## src/rtl/timer_irq_pkg.sv

```systemverilog
// Shared constants for the timer interrupt stage: register offsets
// (address bits [3:2]) and the bit positions inside ENABLE and STATUS.
package timer_irq_pkg;

  // Register select values taken from address bits [3:2]
  localparam logic [1:0] TIMER_IRQ_MSIP     = 2'b00;
  localparam logic [1:0] TIMER_IRQ_ENABLE   = 2'b01;
  localparam logic [1:0] TIMER_IRQ_STATUS   = 2'b10;
  localparam logic [1:0] TIMER_IRQ_RESERVED = 2'b11;

  // ENABLE register bit positions
  localparam int ENABLE_MTIE_BIT = 0;
  localparam int ENABLE_MSIE_BIT = 1;

  // STATUS register bit positions
  localparam int STATUS_MTIP_BIT = 0;
  localparam int STATUS_MSIP_BIT = 1;

endpackage

```

## src/rtl/timer_irq_if.sv

```systemverilog
// Memory-bus slave port of the timer interrupt stage. The master drives
// address, select, strobes and write data; the slave returns read data.
interface timer_irq_if;

  logic [31:0] address_in;
  logic        sel_in;
  logic        read_in;
  logic [31:0] read_value_out;
  logic [3:0]  write_mask_in;
  logic [31:0] write_value_in;

  modport master (
    output address_in,
    output sel_in,
    output read_in,
    input  read_value_out,
    output write_mask_in,
    output write_value_in
  );

  modport slave (
    input  address_in,
    input  sel_in,
    input  read_in,
    output read_value_out,
    input  write_mask_in,
    input  write_value_in
  );

endinterface

```

## src/rtl/timer_irq_cmp64_pipe.sv

```systemverilog
// Two-stage unsigned 64-bit "a >= b" comparator. Stage 1 splits the compare
// into upper/lower 32-bit halves; stage 2 combines them. A flush drops the
// result immediately and marks the next stage-1 slot invalid, so nothing
// computed against stale operands can reach the output.
module cmp64_pipe (
  input  logic        clk,
  input  logic        reset_n,
  input  logic        flush_in,
  input  logic [63:0] a_in,
  input  logic [63:0] b_in,
  output logic        ge_valid_out
);

  logic valid1_reg;
  logic hi_gt_reg;
  logic hi_eq_reg;
  logic lo_ge_reg;
  logic ge_reg;

  // Split-half compare registered in stage 1, combined into the result in stage 2
  always_ff @(posedge clk) begin
    if (!reset_n) begin
      valid1_reg <= 1'b0;
      hi_gt_reg  <= 1'b0;
      hi_eq_reg  <= 1'b0;
      lo_ge_reg  <= 1'b0;
      ge_reg     <= 1'b0;
    end else begin
      valid1_reg <= ~flush_in;
      hi_gt_reg  <= a_in[63:32] >  b_in[63:32];
      hi_eq_reg  <= a_in[63:32] == b_in[63:32];
      lo_ge_reg  <= a_in[31:0]  >= b_in[31:0];
      if (flush_in) begin
        ge_reg <= 1'b0;
      end else begin
        ge_reg <= valid1_reg & (hi_gt_reg | (hi_eq_reg & lo_ge_reg));
      end
    end
  end

  assign ge_valid_out = ge_reg;

endmodule

```

## src/rtl/timer_irq.sv

```systemverilog
// Machine timer / software interrupt stage. Compares mtime against mtimecmp
// through a two-stage pipeline to form the timer-pending bit, and holds the
// MSIP and ENABLE registers on the shared memory bus. Interrupt lines are
// plain ANDs of registered bits, so they never glitch within a clock.
module timer_irq
  import timer_irq_pkg::*;
(
  input  logic        clk,
  input  logic        reset_n,
  input  logic [63:0] cycle_in,
  input  logic [63:0] mtimecmp_in,
  input  logic        mtimecmp_write_in,
  timer_irq_if.slave  bus,
  output logic        timer_irq_out,
  output logic        soft_irq_out
);

  logic        msip_reg;
  logic        mtie_reg;
  logic        msie_reg;
  logic        msip_next;
  logic        mtie_next;
  logic        msie_next;
  logic        mtip;
  logic        wr_en;
  logic [31:0] read_value;

  // Only byte 0 carries register bits, so only mask bit 0 qualifies a write
  assign wr_en = bus.sel_in & bus.write_mask_in[0];

  cmp64_pipe u_cmp (
    .clk          (clk),
    .reset_n      (reset_n),
    .flush_in     (mtimecmp_write_in),
    .a_in         (cycle_in),
    .b_in         (mtimecmp_in),
    .ge_valid_out (mtip)
  );

  // Next-state of the writable register bits; reserved and STATUS writes are dropped
  always_comb begin
    msip_next = msip_reg;
    mtie_next = mtie_reg;
    msie_next = msie_reg;
    if (wr_en) begin
      case (bus.address_in[3:2])
        TIMER_IRQ_MSIP: begin
          msip_next = bus.write_value_in[0];
        end
        TIMER_IRQ_ENABLE: begin
          mtie_next = bus.write_value_in[ENABLE_MTIE_BIT];
          msie_next = bus.write_value_in[ENABLE_MSIE_BIT];
        end
        default: begin
        end
      endcase
    end
  end

  // Register file update; reset wins over any concurrent bus write
  always_ff @(posedge clk) begin
    if (!reset_n) begin
      msip_reg <= 1'b0;
      mtie_reg <= 1'b0;
      msie_reg <= 1'b0;
    end else begin
      msip_reg <= msip_next;
      mtie_reg <= mtie_next;
      msie_reg <= msie_next;
    end
  end

  // Combinational read mux; returns pre-write contents during a write cycle
  always_comb begin
    read_value = '0;
    if (bus.sel_in) begin
      case (bus.address_in[3:2])
        TIMER_IRQ_MSIP: begin
          read_value[0] = msip_reg;
        end
        TIMER_IRQ_ENABLE: begin
          read_value[ENABLE_MTIE_BIT] = mtie_reg;
          read_value[ENABLE_MSIE_BIT] = msie_reg;
        end
        TIMER_IRQ_STATUS: begin
          read_value[STATUS_MTIP_BIT] = mtip;
          read_value[STATUS_MSIP_BIT] = msip_reg;
        end
        default: begin
        end
      endcase
    end
  end

  assign bus.read_value_out = read_value;

  assign timer_irq_out = mtip & mtie_reg;
  assign soft_irq_out  = msip_reg & msie_reg;

  // Bus fields that carry no meaning for this block
  logic unused_bus_bits;
  assign unused_bus_bits = &{1'b0, bus.read_in, bus.address_in[31:4],
                             bus.address_in[1:0], bus.write_mask_in[3:1],
                             bus.write_value_in[31:2]};

endmodule

```

## src/flat_wrapper.sv

```systemverilog
// flat-port wrapper written by rule: the top's interface ports become plain ports
module timer_irq_flat import timer_irq_pkg::*;
  (clk, reset_n, cycle_in, mtimecmp_in, mtimecmp_write_in, timer_irq_out, soft_irq_out, bus_address_in, bus_sel_in, bus_read_in, bus_read_value_out, bus_write_mask_in, bus_write_value_in);
  timer_irq_if bus_i ();
  input  logic clk;
  input  logic reset_n;
  input  logic [63:0] cycle_in;
  input  logic [63:0] mtimecmp_in;
  input  logic mtimecmp_write_in;
  output logic timer_irq_out;
  output logic soft_irq_out;
  input wire logic [$bits(bus_i.address_in)-1:0] bus_address_in;
  input wire logic [$bits(bus_i.sel_in)-1:0] bus_sel_in;
  input wire logic [$bits(bus_i.read_in)-1:0] bus_read_in;
  output wire logic [$bits(bus_i.read_value_out)-1:0] bus_read_value_out;
  input wire logic [$bits(bus_i.write_mask_in)-1:0] bus_write_mask_in;
  input wire logic [$bits(bus_i.write_value_in)-1:0] bus_write_value_in;
  assign bus_i.address_in = bus_address_in;
  assign bus_i.sel_in = bus_sel_in;
  assign bus_i.read_in = bus_read_in;
  assign bus_read_value_out = bus_i.read_value_out;
  assign bus_i.write_mask_in = bus_write_mask_in;
  assign bus_i.write_value_in = bus_write_value_in;
  timer_irq u_core (.clk(clk), .reset_n(reset_n), .cycle_in(cycle_in), .mtimecmp_in(mtimecmp_in), .mtimecmp_write_in(mtimecmp_write_in), .bus(bus_i), .timer_irq_out(timer_irq_out), .soft_irq_out(soft_irq_out));
endmodule
```

## config.mk

```make
export PLATFORM = sky130hd
export DESIGN_NAME = timer_irq_flat
export DESIGN_NICKNAME = d
export VERILOG_FILES = /design/src/rtl/timer_irq_pkg.sv /design/src/rtl/timer_irq_if.sv /design/src/rtl/timer_irq_cmp64_pipe.sv /design/src/rtl/timer_irq.sv /design/src/flat_wrapper.sv
export SDC_FILE = /design/constraint.sdc
export NUM_CORES = 1
export LEC_CHECK = 0
export ABC_AREA = 1
export CELL_PAD_IN_SITES_DETAIL_PLACEMENT = 1
export CELL_PAD_IN_SITES_GLOBAL_PLACEMENT = 2
export CORE_UTILIZATION = 14
export CTS_BUF_LIST = sky130_fd_sc_hd__clkbuf_4 sky130_fd_sc_hd__clkbuf_8 sky130_fd_sc_hd__clkbuf_16
export DETAILED_ROUTE_END_ITERATION = 10
export PLACE_DENSITY_LB_ADDON = 0.1
export SYNTH_ARGS = -nofsm -noshare
export SYNTH_HDL_FRONTEND = slang
export SYNTH_SLANG_ARGS = --single-unit
export TNS_END_PERCENT = 20
```

## constraint.sdc

```tcl
create_clock -name clk -period 1.9 [get_ports clk]
set_clock_uncertainty 0.1 [all_clocks]
set_input_delay 0.19 -clock clk [delete_from_list [all_inputs] [get_ports clk]]
set_output_delay 0.19 -clock clk [all_outputs]
set_load 0.1 [all_outputs]
```

==> flow_metrics.tcl <==
set metrics [dict create \
    synth_area_leader_cell "sky130_fd_sc_hd__ha_1" \
    global_route_wire_length_before_repair_um 10400 \
    layout.cells.non_filler 714 \
    floorplan.io_pins 235 \
    timing.rr.start "u_core.msip_reg$_SDFFE_PN0P_" \
    vias_per_cell 3.48 \
    dieHeight_um 130 \
    place_hpwl_um 6580 \
    insertion_delay_ps 230 \
    crit-reg2reg-capture "u_core.msip_reg$_SDFFE_PN0P_" \
    worst-path-buf-inv 3 \
    grt_antenna_before_repair 0 \
    worst_setup_path_startpoint "bus_address_in[2]" \
    start_kind "input port" \
    regToRegSetupSlack_ps 1180 \
    placedCellCount 711 \
    post_cts_clock_slew_at_the_launch_and_capture_registers_of_the_worst_setup_and_hold_paths_ps 40 \
    path_delay_family "buffers and inverters" \
    cts.repair_timing.setup_buffer_count 0 \
    cts.hold.buffers_added 0 \
    final.min_clock_period_ps 1760 \
    tritoncts.num_buffers 3 \
    chipWidth_um 130 \
    synthArstFlopShare 0 \
    post_synth.cell_area_avg_um2 6.48 \
    grt_start_max_net_pins 6 \
    initial_core_utilization 0.144 \
    synth_seq_area_share 0.0694 \
    tritoncts "built" \
    yosys_register_bits 8 \
    antenna_cells 0 \
    path_class "input port to output port" \
    netlist_top_cells_count "sky130_fd_sc_hd__inv_1 (86), sky130_fd_sc_hd__nand2_1 (73), sky130_fd_sc_hd__ha_1 (68)" \
    remaining_number_of_nets_flagged_by_the_antenna_check_after_routing 0 \
    post_cts_resized 0 \
    synth_cell_type_count 23 \
    result_of_the_run "complete, no violations" \
    cp_data_required_time_ps 1610 \
    synth_warnings 0 \
    core_region_area_um2 16000 \
    hp-class "flip-flop to flip-flop" \
    placement_rows 46 \
    setup_viol_count_final 0 \
    fin_crit_sh 0.925 \
    yosys.cell_count.top_type "sky130_fd_sc_hd__inv_1" \
    finalSetupTns_ps 0 \
    fillers 1991 \
    gpl_congestion 0.667 \
    endpoint "bus_read_value_out[1]" \
    finalHoldViolCount 0 \
    clock_tree.buffer_depth 2 \
    fraction_of_layout_cells_with_a_size_suffix_above_1 0.0402 \
    port-buffer-count 140 \
    power.density_nw_per_um2 358 \
    timing.reg2reg.worst_path_depth 2 \
    synthesis.area_um2 2310 \
    cp_num_cells 6 \
    timing.critical_path.fanout_max 3 \
    htreeDepth 1 \
    synth_enable_flop_cells 0 \
    synth_cells 356 \
    signal_arrival_time_at_the_worst_endpoint_ps 1470 \
    grt_setup_unrepaired "false" \
    cpMaxStageDelayCell "sky130_fd_sc_hd__clkdlybuf4s50_1" \
    yosys_most_used_dff "sky130_fd_sc_hd__dfxtp_1" \
    timing.critical_path.slowest_cell_delay_ps 510 \
    die_ar_um2 17000 \
    static-leakage-power_nw 2.04 \
    postRouteWirelength_um 6870 \
    route.detailed.drc 0 \
    max_clock_freq_mhz 569 \
    clkSinkCount 8 \
    synth_area_leaders "sky130_fd_sc_hd__ha_1 (37%), sky130_fd_sc_hd__inv_1 (14%), sky130_fd_sc_hd__nand2_1 (12%)" \
    synth_top_cell_area_share 0.369 \
    crit_path_cell_trace "clkdlybuf4s50_1 > inv_1 > ha_1 > nand2_1 > a21oi_2 > buf_12" \
    timing.max_cap.violations 0 \
    synthToLayoutAreaGrowth_pct 72.0 \
    vias_in_the_first_global_route 2503 \
    layout.core_utilization 0.248 \
    routed_vias 2484 \
    finalNetCount 769 \
    routedWlPerCell_um 9.63 \
    cts_root_buf "sky130_fd_sc_hd__clkbuf_16" \
    track_usage 0.0754 \
    drt_pre_antenna_iters 4 \
    globalRouteOverflowTotal 0 \
    detail_route.iter0.violations 14 \
    final-max-slew-violation-count 0 \
    irDropWorstVdd_mv 0.260 \
    sort_of_element_at_the_end_of_the_critical_path "output port" \
]
worst min-delay path by stage:
stage	from	end	slack, ps	cells past startpoint
floorplan	mtimecmp_write_in	u_core.u_cmp.valid1_reg$_SDFF_PN0_	170	1
global placement	u_core.u_cmp.valid1_reg$_SDFF_PN0_	u_core.u_cmp.ge_valid_out$_SDFF_PP0_	320	2
detailed placement	u_core.u_cmp.valid1_reg$_SDFF_PN0_	u_core.u_cmp.ge_valid_out$_SDFF_PP0_	320	2
CTS	u_core.u_cmp.valid1_reg$_SDFF_PN0_	u_core.u_cmp.ge_valid_out$_SDFF_PP0_	330	2
global route	u_core.u_cmp.valid1_reg$_SDFF_PN0_	u_core.u_cmp.ge_valid_out$_SDFF_PP0_	350	2
finish	u_core.u_cmp.valid1_reg$_SDFF_PN0_	u_core.u_cmp.ge_valid_out$_SDFF_PP0_	320	2
layout by cell type, fill, tap and decap left out, drive strengths merged, types with 3 or more instances in the layout:
cell type      synthesis  layout
a21oi                 36      36
o21ai                  9       9
nor2                  23      23
conb                   1      30
nand2                 76      76
clkdlybuf4s50          0     136
inv                   88      88
nand4                  6       6
o21a                   3       3
clkbuf                 0       3
dfxtp                  8       8
nand3                  4       4
buf                   30       4
ha                    68      68
worst min-delay path, delay by kind of cell, from the launching register on:
kind,cells,cell delay [ps]
AND/OR/NAND/NOR,2,100
flip-flops,1,290
area by class of cell:
class / count / area (µm²) / share of cell area
clock buffer: 3 / 75.1 / 0.0189
inverter: 89 / 334 / 0.0842
multi-input combinational: 258 / 1700 / 0.428
sequential: 8 / 160 / 0.0404
tap: 216 / 270 / 0.0681
timing repair buffer: 140 / 1430 / 0.360
through the flow:
step                hold WS, ps  area (µm²)  total power [W]  setup WS [ps]
detailed placement          324        3890          0.00109          -20.1
CTS                         328        3970          0.00145            114
global route                352        3970          0.00154           11.4
floorplan                   174        2420         0.000766            239
finish                      321        3970          0.00142            142
global placement            324        3890          0.00108          -12.7
per-layer routing:
metal  vias up  part of all wire  track usage
met5         -                 0            0
met4         0            0.0051       0.0122
met3         4              0.11       0.0261
met2       101              0.45        0.135
met1      1041              0.44       0.0874
li1       1338                 -            -
logic make-up after synthesis:
family / Yosys count / share of synthesized area
AO/OA/AOI/OAI: 49 / 0.114
adder cells (fa/ha/maj): 68 / 0.369
buffers and inverters: 119 / 0.242
flip-flops: 8 / 0.0694
other: 1 / 0.00163
AND/OR/NAND/NOR: 111 / 0.204
power breakdown:
group / total, W / switching (W) / internal [W] / leakage (nW)
Sequential: 0.000180 / 0.00000368 / 0.000176 / 0.0654
Clock: 0.000352 / 0.0000805 / 0.000271 / 0.0370
Combinational: 0.000891 / 0.000501 / 0.000390 / 1.94
Power figures use the tool's default switching activity.
